<file path="config.mk">
export PLATFORM = sky130hd
export DESIGN_NAME = instr_fetch_unit
export DESIGN_NICKNAME = d
export VERILOG_FILES = /design/src/rtl/cpu_pkg.sv /design/src/rtl/instr_fetch_unit.sv
export SDC_FILE = /design/constraint.sdc
export NUM_CORES = 1
export LEC_CHECK = 0
export ABC_AREA = 1
export CORE_UTILIZATION = 50
export CTS_CLUSTER_SIZE = 25
export DETAILED_ROUTE_END_ITERATION = 8
export HOLD_SLACK_MARGIN = 0.03
export PLACE_DENSITY = 0.92
export SYNTH_ARGS = -nofsm -noshare
export SYNTH_HDL_FRONTEND = slang
export SYNTH_SLANG_ARGS = --single-unit
</file>
<file path="constraint.sdc">
create_clock -name clock -period 1.66 [get_ports clock]
set_clock_uncertainty 0.1 [all_clocks]
set_input_delay 0.332 -clock clock [delete_from_list [all_inputs] [get_ports clock]]
set_output_delay 0.332 -clock clock [all_outputs]
set_load 0.01 [all_outputs]
</file>
<file path="src/rtl/cpu_pkg.sv">
// Shared CPU definitions: bus widths, opcode constants, fetch FSM states.
// Latency: n/a (types and constants only).
// Backpressure: n/a.
`timescale 1ns/1ps
package cpu_pkg;

  localparam int ADDR_W  = 8;
  localparam int INSTR_W = 16;

  localparam logic [3:0] OP_NOP  = 4'h0;
  localparam logic [3:0] OP_JUMP = 4'h4;
  localparam logic [3:0] OP_HALT = 4'hF;

  typedef enum logic {
    RUN  = 1'b0,
    HALT = 1'b1
  } fetch_state_t;

  // Opcode lives in the top nibble of every instruction word.
  function automatic logic [3:0] opcode_of(input logic [INSTR_W-1:0] word);
    return word[INSTR_W-1 -: 4];
  endfunction

endpackage

</file>
<file path="src/rtl/instr_fetch_unit.sv">
// Fetch stage: owns the PC, drives the instruction ROM and realigns returned data with its PC.
// Latency: first instruction 2 cycles after reset release, then 1/cycle; branch target issues 3 edges after redirect.
// Backpressure: stall holds every output; a branch overrides stall; HALT freezes fetch until reset.
`timescale 1ns/1ps
module instr_fetch_unit #(
  parameter int                        ADDR_W      = cpu_pkg::ADDR_W,
  parameter int                        INSTR_W     = cpu_pkg::INSTR_W,
  parameter logic [ADDR_W-1:0]         RESET_PC    = '0,
  parameter logic [3:0]                HALT_OPCODE = cpu_pkg::OP_HALT
) (
  input  logic                clock,
  input  logic                reset_n,
  output logic [ADDR_W-1:0]   iram_addr,
  input  logic [INSTR_W-1:0]  iram_q,
  input  logic                stall,
  input  logic                branch_valid,
  input  logic [ADDR_W-1:0]   branch_target,
  output logic [INSTR_W-1:0]  instr,
  output logic [ADDR_W-1:0]   instr_pc,
  output logic                instr_valid,
  output logic                halted
);

  import cpu_pkg::*;

  fetch_state_t         r_state;
  fetch_state_t         w_state_nxt;

  logic [ADDR_W-1:0]    r_fetch_pc,    w_fetch_pc_nxt;
  logic [ADDR_W-1:0]    r_pend_pc,     w_pend_pc_nxt;
  logic                 r_pend_valid,  w_pend_valid_nxt;
  logic [INSTR_W-1:0]   r_instr,       w_instr_nxt;
  logic [ADDR_W-1:0]   r_instr_pc,    w_instr_pc_nxt;
  logic                 r_instr_valid, w_instr_valid_nxt;
  logic                 r_halted,      w_halted_nxt;

  // The ROM keeps reading fetch_pc while stalled, which is one address
  // ahead of the pending word. The pending word is therefore captured on
  // the first stalled edge and replayed from here on release.
  logic [INSTR_W-1:0]   r_hold_dat,    w_hold_dat_nxt;
  logic                 r_hold_vld,    w_hold_vld_nxt;

  logic [INSTR_W-1:0]   w_pend_dat;
  logic                 w_pend_is_halt;

  assign w_pend_dat     = r_hold_vld ? r_hold_dat : iram_q;
  assign w_pend_is_halt = r_pend_valid && (opcode_of(w_pend_dat) == HALT_OPCODE);

  // FSM state register.
  always_ff @(posedge clock or negedge reset_n) begin
    if (!reset_n) begin
      r_state <= RUN;
    end else begin
      r_state <= w_state_nxt;
    end
  end

  // Next-state and next-register values for the fetch pipeline.
  always_comb begin
    w_state_nxt       = r_state;
    w_fetch_pc_nxt    = r_fetch_pc;
    w_pend_pc_nxt     = r_pend_pc;
    w_pend_valid_nxt  = r_pend_valid;
    w_instr_nxt       = r_instr;
    w_instr_pc_nxt    = r_instr_pc;
    w_instr_valid_nxt = r_instr_valid;
    w_halted_nxt      = r_halted;
    w_hold_dat_nxt    = r_hold_dat;
    w_hold_vld_nxt    = r_hold_vld;

    case (r_state)
      RUN: begin
        if (branch_valid) begin
          // Redirect squashes both the in-flight ROM read and the word that
          // would have issued on this edge.
          w_fetch_pc_nxt    = branch_target;
          w_pend_valid_nxt  = 1'b0;
          w_instr_valid_nxt = 1'b0;
          w_hold_vld_nxt    = 1'b0;
        end else if (stall) begin
          if (!r_hold_vld && r_pend_valid) begin
            w_hold_dat_nxt = iram_q;
            w_hold_vld_nxt = 1'b1;
          end
        end else begin
          w_pend_pc_nxt     = r_fetch_pc;
          w_pend_valid_nxt  = 1'b1;
          w_fetch_pc_nxt    = r_fetch_pc + 1'b1;
          w_instr_nxt       = w_pend_dat;
          w_instr_pc_nxt    = r_pend_pc;
          w_instr_valid_nxt = r_pend_valid;
          w_hold_vld_nxt    = 1'b0;
          // The HALT word itself still issues on this edge.
          if (w_pend_is_halt) begin
            w_state_nxt  = HALT;
            w_halted_nxt = 1'b1;
          end
        end
      end
      HALT: begin
        w_instr_valid_nxt = 1'b0;
        w_halted_nxt      = 1'b1;
      end
      default: begin
        w_state_nxt = RUN;
      end
    endcase
  end

  // Pipeline registers: PC, pending ROM slot, issue slot and stall capture.
  always_ff @(posedge clock or negedge reset_n) begin
    if (!reset_n) begin
      r_fetch_pc    <= RESET_PC;
      r_pend_pc     <= '0;
      r_pend_valid  <= 1'b0;
      r_instr       <= '0;
      r_instr_pc    <= '0;
      r_instr_valid <= 1'b0;
      r_halted      <= 1'b0;
      r_hold_dat    <= '0;
      r_hold_vld    <= 1'b0;
    end else begin
      r_fetch_pc    <= w_fetch_pc_nxt;
      r_pend_pc     <= w_pend_pc_nxt;
      r_pend_valid  <= w_pend_valid_nxt;
      r_instr       <= w_instr_nxt;
      r_instr_pc    <= w_instr_pc_nxt;
      r_instr_valid <= w_instr_valid_nxt;
      r_halted      <= w_halted_nxt;
      r_hold_dat    <= w_hold_dat_nxt;
      r_hold_vld    <= w_hold_vld_nxt;
    end
  end

  assign iram_addr   = r_fetch_pc;
  assign instr       = r_instr;
  assign instr_pc    = r_instr_pc;
  assign instr_valid = r_instr_valid;
  assign halted      = r_halted;

endmodule

</file>
; ---- Yosys cells after proc, flatten, opt, wreduce, memory -nomap -nowiden
; Cells that the tools add are included.
[classes]
n_reduce_logical = 8
addsub = 1
n_mux = 19
bitwise_logic = 3
eq_ne = 7
[op_table]
columns = op, n
row1 = $mux 16, 1
row2 = $mux 8, 2
row3 = $mux 1, 14
row4 = $add 8x1->8 const B, 1
row5 = $ne 2x2->1 const B, 3
row6 = $reduce_and 3->1, 2
row7 = $eq 4x4->1 const B, 1
row8 = $pmux 1 s2, 2
row9 = $reduce_and 2->1, 2
row10 = $reduce_and 4->1, 1
row11 = $ne 3x1->1 const B, 1
row12 = $ne 3x3->1 const B, 1
row13 = $not 1->1, 3
row14 = $logic_and 1x1->1, 2
row15 = $ne 2x1->1 const B, 1
row16 = $logic_not 1->1, 1
[totals]
wordCells = 48
inputBits = 28
ff_bits = 61

; ---- Logic depth before layout (Yosys ltp)
; Gate-level depths: netlist of run 1.
[logic_depth]
ltp_word = 7
mapped_depth = 7
ltp_nobuf = 7

; ---- Least setup slack after synthesis of run 1
; No wires, ideal clock.
[synth_timing]
path_type = flip-flop to flip-flop
startpoint = register r_fetch_pc[1] (netlist: iram_addr[1])
endpoint = register r_fetch_pc[6] (netlist: iram_addr[6])
stages_incl_launch_ff = 7
period_less_slack_ns = 1.295
path_slack_ns = 0.365
arrival_ns = 1.078
setup_time_ns = 0.116
required_ns = 1.444
path_cell_list = dfrtp_1 > ha_1 > nand3_1 > o21ai_0 > nand3_1 > nand2_1 > nand2_1
[synth_between]
elab_chain_len = 3
[synth_lines]
columns = element, line_no
row1 = start: declaration, instr_fetch_unit.sv:29  ; logic [ADDR_W-1:0] r_fetch_pc, w_fetch_pc_nxt;
row2 = start signal: assignment, instr_fetch_unit.sv:123  ; r_fetch_pc <= w_fetch_pc_nxt;
row3 = $add 8x1->8, instr_fetch_unit.sv:88  ; w_fetch_pc_nxt = r_fetch_pc + 1'b1;
row4 = $mux 8, instr_fetch_unit.sv:80  ; end else if (stall) begin
row5 = $mux 8, instr_fetch_unit.sv:73  ; if (branch_valid) begin
; Every way passes these cells. The select of a mux whose other input is x is not followed.
; A chain may end at the register's enable or synchronous reset.

; ---- Final worst setup path of run 1
[layout_timing]
startpoint = register r_fetch_pc[1] (netlist: iram_addr[1])
endpoint = output iram_addr[1]
[layout_rtl]
columns = element, line_no
row1 = end: declaration, instr_fetch_unit.sv:13  ; output logic [ADDR_W-1:0] iram_addr,
; No word-level cell between the ends.

==> results of run 1 <==
-- metal layers --
metal  track usage (%)  vias to the layer above  routed length [µm]
li1                  -                     1187                   -
met2             38.84                      104                3321
met3             4.233                       22                 396
met4             12.35                        0                 179
met1             33.16                     1195                2821
met5                 0                        -                   0
-- final cells by class --
| type | count | area, µm² | area share, % |
|---|---|---|---|
| Sequential cell | 61 | 1529 | 41.08 |
| Timing Repair Buffer | 85 | 833.3 | 22.39 |
| Tap cell | 70 | 87.58 | 2.353 |
| Clock inverter | 3 | 20.02 | 0.5378 |
| Multi-Input combinational cell | 224 | 1015 | 27.26 |
| Inverter | 18 | 72.57 | 1.950 |
| Clock buffer | 12 | 165.2 | 4.437 |
-- placed cells by master (no fill, tap or decap), drive strengths merged, types with 12 or more instances in the layout --
master,count
nand2,128
dfrtp,61
clkdlybuf4s50,26
nor2,25
o21ai,25
dlygate4sd2,24
buf,24
nand3,23
inv,18
a31oi,13
clkbuf,12
-- cells by family after synthesis --
| family | after synthesis | synth area share (%) |
|---|---|---|
| fa+ha+maj | 1 | 0.4597 |
| compound gates | 46 | 10.44 |
| simple gates | 177 | 26.39 |
| buf+inv | 33 | 6.621 |
| flops | 61 | 56.09 |
-- repair_timing --
item	4_1_cts	5_1_grt
endpoints found under the hold margin	61	0
gates resized for setup	26	10
endpoints found under the setup margin	25	10
setup buffers	3	0
hold buffers	1	0
-- sequential cells by signal, summed over array words and instances, names as in the netlist --
name	count
halted	1
instr	16
instr_pc	8
instr_valid	1
iram_addr	8
r_hold_dat	16
r_hold_vld	1
r_pend_pc	8
r_pend_valid	1
r_state	1
-- power by group --
| part | leakage (nW) | internal (mW) | switching, mW |
|---|---|---|---|
| Combinational | 1.17 | 0.127 | 0.151 |
| Sequential | 0.814 | 1.50 | 0.0181 |
| Clock | 0.0905 | 0.653 | 0.578 |
| Total | 2.08 | 2.28 | 0.747 |
-- stage by stage --
stage	TNS [ns]	instance area (µm²)	power [mW]	setup WS (ns)	util, %
floorplan	0	2721	1.649	0.3653	-
global placement	-1.879	3507	1.810	-0.06222	67.80
detailed placement	-3.107	3507	1.819	-0.1183	67.80
CTS	0	3697	3.041	0.001467	71.48
global route	0	3722	3.125	0.08584	71.96
finish	0	3722	3.031	0.1389	71.96
-- worst paths after layout --
kind	startpoint	endpoint	slack [ns]	cells after the start
max in group asynchronous	reset_n	iram_addr[1]	0.74	3
min in group asynchronous	reset_n	iram_addr[7]	0.43	3
min reg2reg	r_pend_pc[6]	instr_pc[6]	0.38	2
max	iram_addr[1]	iram_addr[1]	0.14	1
max reg2reg	iram_addr[0]	iram_addr[6]	0.22	7
min	r_pend_pc[6]	instr_pc[6]	0.38	2
==> metrics.log, run 1 <==
[metrics] total global routing track utilization: 24.71%
[metrics] power density cells: around 810 nW/µm²
[metrics] number of global-route vias before repair: 2255
[metrics] Filler Cell Count: 349
[metrics] number of DRC violations after detailed-routing iteration 0: 230
[metrics] Lkg Pwr: 2.077 nW
[metrics] number of CTS-inserted buffers: 9
[metrics] final estimated routing congestion in global placement: between 0.8 and 0.9
[metrics] maximum vdd drop: 596.9 µV
[metrics] library cells used by synthesis: 25
[metrics] post-synthesis cell area: around 2700 µm²
[metrics] first-pass iteration count of the detailed router: 8
[metrics] Die Area: 5742 µm²
[metrics] antenna violations before repair: 0
[metrics] timing-limited maximum frequency: ~660 MHz
[metrics] P&R area growth vs syn: 36.78%
[metrics] type of element capturing the critical path: primary output
[metrics] Clk Latency, worst-skew pair: about 0.33 ns
[metrics] worst hold slack: 0.3756 ns
[metrics] largest driver fanout on the critical path: 6
[metrics] total count of max-transition violations in the final report: 0
[metrics] final hold viol count: 0
[metrics] library cell with the highest instance count after synthesis: sky130_fd_sc_hd__nand2_1
[metrics] pin count of the biggest net entering global routing: 62
[metrics] clock edge transition at the registers on the reported setup and hold paths: 0.07 ns
[metrics] area of the core: 5172 µm²
[metrics] number of vias per cell: 5.302
[metrics] outcome: complete, no violations
[metrics] Slew HR: 78.25%
[metrics] fraction of registers with async set/reset: 100.0%
[metrics] critical path's slowest cell: sky130_fd_sc_hd__dfrtp_2
[metrics] Worst Setup Start Kind: register
[metrics] Die H: 75.78 µm
[metrics] final setup violating endpoints: 0
[metrics] type of the tightest min-delay check: reg -> reg
[metrics] number of remaining DRC errors: 0
[metrics] drt wl/cell: 14.21 µm
[metrics] # clock sinks: just over 60
[metrics] post-route antenna net violation count: 0
[metrics] routed wire length: 6719 µm
[metrics] Main synth FF type: sky130_fd_sc_hd__dfrtp_1
[metrics] maximum buffer depth of the clock tree: 2
[metrics] Synth Net Count: around 350
[metrics] minimum clock period: 1.521 ns
[metrics] CP bufs+invs: 1
[metrics] cell types with the largest area share after synthesis: sky130_fd_sc_hd__dfrtp_1 56%, sky130_fd_sc_hd__nand2_1 17%, sky130_fd_sc_hd__nand3_1 4.0%
[metrics] # Max-Cap Violations: 0
[metrics] CP max stage delay: 0.46 ns
[metrics] share of cells above drive strength 1: 14.39%
[metrics] H-tree levels: 3
[metrics] Port Buffers: around 60
[metrics] Net count, final: between 400 and 500
[metrics] DPL Wire Length: 4437 µm
[metrics] vias post-DR: roughly 2500
[metrics] cell count after synthesis: 318
[metrics] setup repair after global routing missed its margin: false
[metrics] CP arrival: 1.09 ns
[metrics] # rows: 26
[metrics] most numerous cell types in the synthesized netlist: 126 x sky130_fd_sc_hd__nand2_1, 61 x sky130_fd_sc_hd__dfrtp_1, 22 x sky130_fd_sc_hd__nand3_1, 22 x sky130_fd_sc_hd__nor2_1, 21 x sky130_fd_sc_hd__o21ai_0
[metrics] effective utilization at floorplan: 52.61%
[metrics] Top delay family on crit path: flip-flops
[metrics] Yosys top cell area share: 56.09%
[metrics] worst setup path class: reg -> out
[metrics] post-placement cell count: between 400 and 500
[metrics] critical path cell sequence: dlygate4sd2_1
[metrics] FF+latch count, synth: 61
[metrics] cell chosen for the clock root: sky130_fd_sc_hd__clkbuf_8
[metrics] width of the chip: 75.78 µm
[metrics] Post-synth EDFFs: 0
[metrics] actual transition at the worst max-transition pin: 0.3229 ns
[metrics] post-synth top area cell: sky130_fd_sc_hd__dfrtp_1
[metrics] total number of yosys warnings: 0
[metrics] number of antenna diodes: 0
[metrics] clock tree from TritonCTS: done
[metrics] global-route congestion overflow total: 0
[metrics] final clock period utilization by the worst path: 91.63%
[metrics] required arrival time at the worst endpoint: 1.23 ns
[metrics] I/O pins: 62
[metrics] first-pass GRT wire length: roughly 10000 µm
[metrics] share of the yosys chip area belonging to registers: 56.09%
[metrics] mean instance size in the synthesized netlist: 8.558 µm²
[metrics] number of standard cells in the layout, taps in and fillers out: 473
(Power assumes the default switching activity.)
==> run 2: changes to the inputs <==
--- a/config.mk
+++ b/config.mk
@@ -6,6 +6,8 @@
 export NUM_CORES = 1
 export LEC_CHECK = 0
 export ABC_AREA = 1
+export CAP_MARGIN = 20
+export CORE_ASPECT_RATIO = 1.2
 export CORE_UTILIZATION = 50
 export CTS_CLUSTER_SIZE = 25
 export DETAILED_ROUTE_END_ITERATION = 8
==> run 2 against run 1 <==
Net effect: fmax increased by 0.24%; sequential share of layout area rose by 0.091 points; die area barely moved; highest routed layer unchanged.
==> metrics.log, run 2 (synthesized netlist as in run 1, its figures left out) <==
[metrics] Net count, final: 429 (+0.23%)
[metrics] outcome: complete, no violations
[metrics] worst setup margin: 0.1425 ns (+0.003605 ns)
[metrics] antenna violations before repair: 0 (unchanged)
[metrics] required arrival time at the worst endpoint: 1.23 ns (about the same)
[metrics] maximum vdd drop: 536.4 µV (-10%)
[metrics] Die Area: 5743 µm² (about the same)
[metrics] I/O pins: 62 (unchanged)
[metrics] final clock period utilization by the worst path: 91.41% (-0.22 points)
[metrics] number of standard cells in the layout, taps in and fillers out: 467 (-1.3%)
[metrics] depth of the most critical reg-to-reg path: 8 (+1)
[metrics] critical path cell sequence: dlygate4sd2_1
[metrics] type of element capturing the critical path: primary output
[metrics] Die H: 82.82 µm (+9.3%)
[metrics] startpoint of the worst register-to-register path: iram_addr[0]
[metrics] part of the power in the clock network: 43.7% (+3.1 points)
[metrics] width of the chip: 69.35 µm (-8.5%)
[metrics] total placed instance area: 3520 µm² (+0.36%)
[metrics] minimum clock period: 1.517 ns (-0.003605 ns)
[metrics] final estimated routing congestion in global placement: 0.8809 (+8.2%)
[metrics] number of antenna diodes: 0 (unchanged)
[metrics] sequential fraction of design power: 47.6% (-2.6 points)
[metrics] type of the tightest min-delay check: in -> async
[metrics] number of remaining DRC errors: 0 (unchanged)
[metrics] actual transition at the worst max-transition pin: 0.4258 ns (+0.1029 ns)
[metrics] global-route congestion overflow total: 0 (unchanged)
[metrics] CP bufs+invs: 1 (unchanged)
[metrics] DPL Wire Length: 4652 µm (+4.8%)
[metrics] H-tree levels: 3 (unchanged)
[metrics] CP arrival: 1.09 ns (about the same)
[metrics] setup repair after global routing missed its margin: false
[metrics] # rows: 29 (+12%)
[metrics] effective utilization at floorplan: 51.72% (-0.89 points)
[metrics] timing-limited maximum frequency: 659.0 MHz (+0.24%)
[metrics] setup slack after placement: -0.1133 ns (+0.005065 ns)
[metrics] power density cells: 860.1 nW/µm² (+5.6%)
[metrics] endpoint of the worst-slack reg-to-reg timing path: iram_addr[6]
[metrics] largest driver fanout on the critical path: 6 (unchanged)
[metrics] cell-internal power: 2.447 mW (+7.1%)
[metrics] Slew HR: 71.61% (-6.6 points)
[metrics] post-route antenna net violation count: 0 (unchanged)
[metrics] critical path's slowest cell: sky130_fd_sc_hd__dfrtp_2
[metrics] commonest non-fill, non-tap cell in the layout: sky130_fd_sc_hd__nand2_1
[metrics] worst setup path class: reg -> out
[metrics] vias post-DR: 2434 (-3.0%)
[metrics] share of cells above drive strength 1: 14.32% (-0.071 points)
[metrics] total count of max-transition violations in the final report: 0 (unchanged)
[metrics] number of DRC violations after detailed-routing iteration 0: 211 (-8.3%)
[metrics] net switching share of the total power: 23.35% (-1.3 points)
[metrics] number of global-route vias before repair: 2358 (+4.6%)
[metrics] number of CTS-inserted buffers: 9 (unchanged)
[metrics] cell chosen for the clock root: sky130_fd_sc_hd__clkbuf_8
[metrics] final std cell area, no fill: 3711 µm² (-0.30%)
[metrics] routed wire length: 6566 µm (-2.3%)
[metrics] Sequential cell area: 1528 µm² (about the same)
[metrics] final hold viol count: 0 (unchanged)
[metrics] Lkg Pwr: 1.977 nW (-4.8%)
[metrics] sum of internal, switching and leakage power: 3.192 mW (+5.3%)
[metrics] Worst Setup Start Kind: register
[metrics] pin count of the biggest net entering global routing: 34 (-45%)
[metrics] total global routing track utilization: 24.84% (+0.13 points)
[metrics] number of vias per cell: 5.212 (-1.7%)
[metrics] P&R area growth vs syn: 36.37%
[metrics] final setup violating endpoints: 0 (unchanged)
[metrics] fraction of power consumed by combinational cells: 8.7% (-0.5 points)
[metrics] drt wl/cell: 14.06 µm (-1.0%)
[metrics] Filler Cell Count: 413 (+18%)
[metrics] maximum buffer depth of the clock tree: 2 (unchanged)
[metrics] first-pass iteration count of the detailed router: 4 (-4)
[metrics] register-to-register setup slack: 0.25 ns (+0.03 ns)
[metrics] most frequent cells in the layout: 126 x sky130_fd_sc_hd__nand2_1, 60 x sky130_fd_sc_hd__dfrtp_1, 33 x sky130_fd_sc_hd__dlygate4sd2_1, 26 x sky130_fd_sc_hd__clkdlybuf4s50_1
[metrics] Clk Latency, worst-skew pair: 0.35 ns (+0.02 ns)
[metrics] post-placement cell count: 449 (-1.1%)
[metrics] aggregate negative setup slack: 0 ns (unchanged)
[metrics] # Max-Cap Violations: 0 (unchanged)
[metrics] Top delay family on crit path: flip-flops
[metrics] Port Buffers: 61 (unchanged)
[metrics] CP max stage delay: 0.45 ns (about the same)
[metrics] area used by multi-input combinational logic: 1015 µm² (unchanged)
[metrics] first-pass GRT wire length: 11120 µm (+7.5%)
[metrics] # clock sinks: 61 (unchanged)
[metrics] area of the core: 5261 µm² (+1.7%)
[metrics] clock tree from TritonCTS: done
[metrics] Net Sw Power: 745.3 µW (-0.25%)
[metrics] clock edge transition at the registers on the reported setup and hold paths: 0.07 ns (about the same)
-- run 2: cell count changes in the layout (fill, tap and decap cells not counted) --
cell,before,now
sky130_fd_sc_hd__dfrtp_2,2,1
sky130_fd_sc_hd__dlygate4sd2_1,24,33
sky130_fd_sc_hd__buf_4,19,20
sky130_fd_sc_hd__bufinv_16,0,1
sky130_fd_sc_hd__clkinvlp_4,2,1
sky130_fd_sc_hd__clkbuf_1,0,1
sky130_fd_sc_hd__dlymetal6s2s_1,10,1
sky130_fd_sc_hd__dfrtp_1,59,60
-- run 2: cell type report --
| type | instances | share of cell area, % |
|---|---|---|
| Clock buffer | 13 | 4.552 |
| Clock inverter | 3 | 1.146 |
| Inverter | 18 | 1.955 |
| Multi-Input combinational cell | 224 | 27.34 |
| Sequential cell | 61 | 41.17 |
| Tap cell | 62 | 2.090 |
| Timing Repair Buffer | 86 | 21.75 |
-- run 2: power by group through the flow --
stage | clock network, mW | registers [mW] | logic (mW)
final | 1.40 | 1.52 | 0.277
after global routing | 1.48 | 1.52 | 0.308
after CTS | 1.41 | 1.52 | 0.280
after detailed placement | 0 | 1.55 | 0.281
after global placement | 0 | 1.55 | 0.279
after floorplan | 0 | 1.56 | 0.0927
-- run 2: timing repair --
| action | in CTS | in global routing |
|---|---|---|
| buffers inserted | 1 | 0 |
| hold endpoints to repair | 15 | 0 |
| endpoints found under the setup margin | 33 | 1 |
| hold buffers | 1 | 0 |
| resized for setup | 34 | 1 |
-- run 2: how the worst max path moves through the flow --
stage | startpoint | end | slack, ns | cells past startpoint
2_1_floorplan | iram_addr[1] | iram_addr[6] | 0.37 | 6
3_3_place_gp | branch_valid | iram_addr[4] | -0.11 | 6
3_5_place_dp | branch_valid | r_hold_dat[9] | -0.11 | 8
4_1_cts | instr_pc[6] | instr_pc[6] | 0.0007 | 1
5_1_grt | iram_addr[1] | iram_addr[1] | 0.10 | 1
6_report | iram_addr[1] | iram_addr[1] | 0.14 | 1
-- run 2: routing by layer --
metal | global-route usage [%] | wire length, µm | vias to the layer above
met1 | 31.15 | 2766 | 1169
met2 | 40.78 | 3385 | 58
met5 | 0 | 0 | -
li1 | - | - | 1189
met4 | 11.32 | 178 | 0
met3 | 5.704 | 235 | 18
-- run 2: per-stage QoR --
stage / util [%] / hold slack, ns
3_3_place_gp: 66.90 / 0.1738
2_1_floorplan: - / -0.06359
4_1_cts: 70.49 / 0.3619
5_1_grt: 70.54 / 0.3888
3_5_place_dp: 66.90 / 0.1856
6_report: 70.54 / 0.3666
